**src/rtl/restoring_divider_unit.sv**
```systemverilog
// ---------------------------------------------------------------------------
// restoring_divider_unit
//
// Sequential unsigned restoring divider: 12-bit dividend / 6-bit divisor,
// producing a 6-bit quotient and a 6-bit remainder, one quotient bit per
// three-cycle iteration (SHIFT, SUB, CHECK).
//
// The controller FSM and the datapath (7-bit partial remainder A, 6-bit
// quotient Q, one shared adder/subtractor, 3-bit iteration counter) all live
// in this file. Every flop is <sig>_q, fed by <sig>_d from one always_comb.
//
// Ports
//   clk    in   1   rising-edge clock
//   rst    in   1   synchronous, active-low reset (aborts any operation)
//   start  in   1   operation request, level-sampled; work begins once it
//                   falls again
//   D      in   6   unsigned divisor, sampled in LOAD, held until Done
//   AQ     in  12   unsigned dividend; AQ[11:6] seeds A, AQ[5:0] seeds Q
//   Rem    out  6   remainder (A[5:0]); valid while Done=1
//   Q      out  6   quotient register; valid while Done=1
//   Done   out  1   result-valid level, cleared when the next start is
//                   accepted or on reset
//
// Results are exact when AQ[11:6] < D and D != 0. Otherwise the same six
// iterations still run and whatever the algorithm yields is presented;
// no error flag is produced.
// ---------------------------------------------------------------------------
module restoring_divider_unit (
  input  logic        clk,
  input  logic        rst,
  input  logic        start,
  input  logic [5:0]  D,
  input  logic [11:0] AQ,
  output logic [5:0]  Rem,
  output logic [5:0]  Q,
  output logic        Done
);

  typedef enum logic [2:0] {
    S_IDLE     = 3'd0,
    S_WAIT_LOW = 3'd1,
    S_LOAD     = 3'd2,
    S_SHIFT    = 3'd3,
    S_SUB      = 3'd4,
    S_CHECK    = 3'd5,
    S_DONE     = 3'd6
  } state_e;

  // Last iteration index: iterations are numbered 0..5.
  localparam logic [2:0] LAST_ITER = 3'd5;

  state_e      state_q, state_d;
  logic [6:0]  a_q, a_d;       // partial remainder, one guard bit for sign
  logic [5:0]  q_q, q_d;       // quotient / low half of dividend
  logic [2:0]  cnt_q, cnt_d;   // iteration counter
  logic        done_q, done_d;

  // -------------------------------------------------------------------------
  // Shared adder/subtractor. Subtraction is done as A + ~{0,D} + 1 so SUB and
  // the restore step in CHECK use the same 7-bit adder.
  // -------------------------------------------------------------------------
  logic       sub_sel;
  logic [6:0] divisor_ext;
  logic [6:0] addend;
  logic [6:0] sum;

  assign sub_sel     = (state_q == S_SUB);
  assign divisor_ext = {1'b0, D};
  assign addend      = sub_sel ? ~divisor_ext : divisor_ext;
  assign sum         = a_q + addend + {6'd0, sub_sel};

  // -------------------------------------------------------------------------
  // Next-state and datapath logic
  // -------------------------------------------------------------------------
  // NOTE: every _d gets a default equal to its _q before the case statement,
  // so no branch can leave a variable unassigned and infer a latch.
  always_comb begin
    state_d = state_q;
    a_d     = a_q;
    q_d     = q_q;
    cnt_d   = cnt_q;
    done_d  = done_q;

    unique case (state_q)
      S_IDLE: begin
        if (start) state_d = S_WAIT_LOW;
      end

      // Work starts on the falling edge of start so a long pulse still
      // produces exactly one operation.
      S_WAIT_LOW: begin
        if (!start) state_d = S_LOAD;
      end

      S_LOAD: begin
        a_d     = {1'b0, AQ[11:6]};
        q_d     = AQ[5:0];
        cnt_d   = 3'd0;
        done_d  = 1'b0;
        state_d = S_SHIFT;
      end

      // {A,Q} << 1: the top bit of A is dropped (it is always 0 here because
      // the restored partial remainder is < D), Q[5] moves into A[0].
      S_SHIFT: begin
        a_d     = {a_q[5:0], q_q[5]};
        q_d     = {q_q[4:0], 1'b0};
        state_d = S_SUB;
      end

      S_SUB: begin
        a_d     = sum;
        state_d = S_CHECK;
      end

      // Negative trial remainder: restore it and leave the quotient bit 0.
      S_CHECK: begin
        if (a_q[6]) begin
          a_d    = sum;
          q_d[0] = 1'b0;
        end else begin
          q_d[0] = 1'b1;
        end
        cnt_d   = cnt_q + 3'd1;
        state_d = (cnt_q == LAST_ITER) ? S_DONE : S_SHIFT;
      end

      // Done becomes visible on the first DONE edge and holds until the next
      // start is accepted.
      S_DONE: begin
        if (start) begin
          done_d  = 1'b0;
          state_d = S_WAIT_LOW;
        end else begin
          done_d  = 1'b1;
        end
      end

      default: begin
        state_d = S_IDLE;
        done_d  = 1'b0;
      end
    endcase
  end

  // -------------------------------------------------------------------------
  // State registers with synchronous active-low reset
  // -------------------------------------------------------------------------
  // NOTE: sequential state uses non-blocking assignments only, so every flop
  // samples the pre-edge values regardless of statement order.
  always_ff @(posedge clk) begin
    if (!rst) begin
      state_q <= S_IDLE;
      a_q     <= 7'd0;
      q_q     <= 6'd0;
      cnt_q   <= 3'd0;
      done_q  <= 1'b0;
    end else begin
      state_q <= state_d;
      a_q     <= a_d;
      q_q     <= q_d;
      cnt_q   <= cnt_d;
      done_q  <= done_d;
    end
  end

  assign Rem  = a_q[5:0];
  assign Q    = q_q;
  assign Done = done_q;

endmodule

```
**config.mk**
```make
export PLATFORM = sky130hd
export DESIGN_NAME = restoring_divider_unit
export DESIGN_NICKNAME = d
export VERILOG_FILES = /design/src/rtl/restoring_divider_unit.sv
export SDC_FILE = /design/constraint.sdc
export NUM_CORES = 1
export LEC_CHECK = 0
export CORE_MARGIN = 2
export CORE_UTILIZATION = 35
export DETAILED_ROUTE_END_ITERATION = 8
export HOLD_SLACK_MARGIN = 0.03
export PLACE_DENSITY_LB_ADDON = 0.12
export SLEW_MARGIN = 20
export SYNTH_ARGS = -nofsm -noshare
export SYNTH_HDL_FRONTEND = slang
export SYNTH_SLANG_ARGS = --single-unit
```
**constraint.sdc**
```tcl
create_clock -name clk -period 2.3 [get_ports clk]
set_clock_uncertainty 0.2 [all_clocks]
set_input_delay 0.23 -clock clk [delete_from_list [all_inputs] [get_ports clk]]
set_output_delay 0.23 -clock clk [all_outputs]
set_load 0.01 [all_outputs]
```
==> impl_metrics.ini <==
[outcome]
outcome = finished, violations left
violations = negative setup slack

[cts]
ctsLongestPathBuffers = 2
cts_tree = done
cts-hold-fix-buffers = 0
clkTransAtPathRegs_ns = 0.08
cts_sinks = 20
cts_htree_levels = 1
numCtsBuffers = 3
clkLatencyLatePin_ns = 0.26
cts_root_buf = clkbuf_8

[worst_setup_path]
r2r_start = state_q[0]$_SDFFE_PN0P_
critPathTopFamily = simple AND/OR/NAND/NOR gates
crit_path_cell_trace = nor3_4, buf_12, xor2_4, ha_1, and3_1, o21ai_1, nand2_1, and4b_1, o311a_1
crit_fanout = 6
crit_path_top_delay_cell = dfxtp_2
cp.buffers_inverters = 1
cp-start-kind = register
critPathKind = reg2reg
rrSetupSlack_ns = -0.004
crit_path_end_kind = register
reg2reg_to = a_q[5]$_SDFFE_PN0P_
required_ns = 2.24
cp_slowest_stage_delay_ns = 0.34
reg2reg_depth = 9
arrival_ns = 2.25

[route]
wl_per_cell_microns = 13.8
vias = 1365
drt_iter0_drc = 83
dr.pass1.iters = 4
ant_nets = 0
drcViolationCount = 0
vias_per_cell = 5.21
wirelength_microns = 3610

[run]
maxCapViolations = 0

[synth]
syn_nets = 203
synthTopCellsByCount = a21oi_1, dfxtp_1, nor2_1, nand2_1, o21ai_0
avgSynthCellArea_sq_um = 8.46
synth_warnings = 0
synthTopCellsByArea = dfxtp_1, a21oi_1, mux2i_1
synthArstFlopShare_pct = 0
synthFlopType = dfxtp_1
synth_area_sq_um = 1470
synth.distinct_cells = 44
synth_edf_count = 0
yosysSeqAreaShare_pct = 27.2
ys_ff_latch = 20
netlist_instances = 174
synth_top_area_share_pct = 27.2
synth_top_area_cell = dfxtp_1

[power_and_ir_drop]
p_seq_share_pct = 37.8
p_comb_share_pct = 27.7
clockPowerShare_pct = 34.5
power_density_nw_per_um2 = 511
p_leak_nw = 0.773
switching_power_mw = 0.279
switching_share_pct = 27.2
ir_worst_vdd_mv = 0.216
p_total_mw = 1.03
intPower_mw = 0.748

[sta]
hold-worst-slack_ns = 0.298
tns_ns = -0.00434
finalMaxSlewViolations = 0
min_period_over_period_pct = 100
tightest_slew_ns = 0.523
fmax_ghz = 0.434
rsz0062_at_grt = true
setup_ws_ns = -0.00434
slew_headroom_pct = 65.0
hold_viol = 0
finalSetupViolations = 1
post-route-min-period_ns = 2.30

[placed_design]
placed_cells = 256
port_buffers = 33
place_area_sq_um = 1890
dp_hpwl_microns = 2660
pre_cts_ws_ns = -0.108
gp_congestion = 0.845

[floorplan]
fp.dieArea_sq_um = 4740
initial_core_util_pct = 36.6
ioPinCount = 34
rows = 23
fp.dieH_microns = 68.9
coreArea_sq_um = 4030
die_x_microns = 68.9

[cells_and_area]
post-route-util_pct = 49.9
area_delta_synth_final_pct = 36.4
final_layout_size_suffix_gt1_share_pct = 17.9
stdcell_area_sq_um = 2010
final_cells = 262
fin_nets = 242
diodes = 0

[hold_path]
worst_hold_startpoint = Done$_SDFFE_PN0N_
hp-class = reg2reg
holdPathStages = 2
min_to = Done$_SDFFE_PN0N_

[global_route]
first_global_vias = 1267
overflow = 0
grt_antenna_before_repair = 0
grt_max_degree = 26
grt_pass1_wl_microns = 5860
grt_usage_pct = 16.4
-- worst max-delay path by stage --
stage	startpoint	endpoint	slack, ns	cells past startpoint
6_report	state_q[0]$_SDFFE_PN0P_	a_q[5]$_SDFFE_PN0P_	-0.004	9
3_3_place_gp	D[0]	a_q[6]$_SDFFE_PN0N_	-0.06	9
4_1_cts	state_q[2]$_SDFFE_PN0P_	a_q[5]$_SDFFE_PN0P_	0.002	10
2_1_floorplan	state_q[2]$_SDFFE_PN0P_	a_q[5]$_SDFFE_PN0P_	-0.1	10
3_5_place_dp	D[0]	a_q[6]$_SDFFE_PN0N_	-0.11	9
5_1_grt	state_q[2]$_SDFFE_PN0P_	a_q[5]$_SDFFE_PN0P_	-0.13	10
-- area by class of cell --
class | count | area [sq um]
Tap cell | 50 | 62.6
Fill cell | 404 | 2020
Sequential cell | 20 | 404
Inverter | 6 | 25.0
Clock inverter | 1 | 30.0
Timing Repair Buffer | 51 | 478
Multi-Input combinational cell | 131 | 968
Clock buffer | 3 | 41.3
-- cells in the final DEF, fill, tap and decap left out, types with 2 or more instances in the layout --
cell / instances
buf_4: 17
nand3_1: 2
dfxtp_1: 17
nor3_1: 3
nand2b_1: 2
inv_1: 3
xor2_1: 5
and3_1: 2
o21ai_0: 12
a311oi_1: 3
a21oi_1: 20
nor2_1: 14
xnor2_1: 3
mux2i_1: 10
nor2b_1: 2
inv_2: 2
ha_1: 7
nand2_1: 12
clkbuf_8: 3
dfxtp_2: 3
a31oi_1: 4
clkdlybuf4s50_1: 33
a211oi_1: 7
-- layer usage --
layer,part of all wire [%],global-route usage (%)
met1,49,22.8
met2,47,26.6
met3,3.3,1.95
met4,1.1,4.90
met5,0,0
-- flip-flops by register name, indices dropped and copies added (netlist names) --
register	count
a_q	7
cnt_q	3
Q	6
Done	1
state_q	3
-- power by group through the flow --
| stage | Combinational, mW | Sequential (mW) | Clock, mW |
|---|---|---|---|
| 2_1_floorplan | 0.174 | 0.393 | 0 |
| 3_3_place_gp | 0.276 | 0.395 | 0 |
| 3_5_place_dp | 0.278 | 0.396 | 0 |
| 4_1_cts | 0.281 | 0.388 | 0.363 |
| 5_1_grt | 0.313 | 0.392 | 0.377 |
| 6_report | 0.285 | 0.388 | 0.354 |
-- timing repair --
| action | in CTS | in global routing |
|---|---|---|
| setup buffers | 1 | 1 |
| resized for setup | 3 | 3 |
| setup endpoints to repair | 2 | 4 |
| cloned | 0 | 0 |
| pin swaps | 4 | 4 |
-- worst min-delay path, delay by kind of cell (launching register included) --
family,cells,cell delay (ns)
AO/OA/AOI/OAI,1,0.06
AND/OR/NAND/NOR,1,0.07
flip-flops,1,0.33
-- logic make-up (layout without fill, tap and decap cells) --
kind of cell	Yosys count	after routing	share of synthesized area, %
AND/OR/NAND/NOR	48	48	18.7
multiplexers	10	10	6.80
buffers and inverters	23	61	9.69
AO/OA/AOI/OAI	56	56	25.0
flip-flops	20	20	27.2
XOR/XNOR	9	9	5.35
adder cells (fa/ha/maj)	8	8	7.31
No activity file was read; power rests on OpenSTA's default activity.
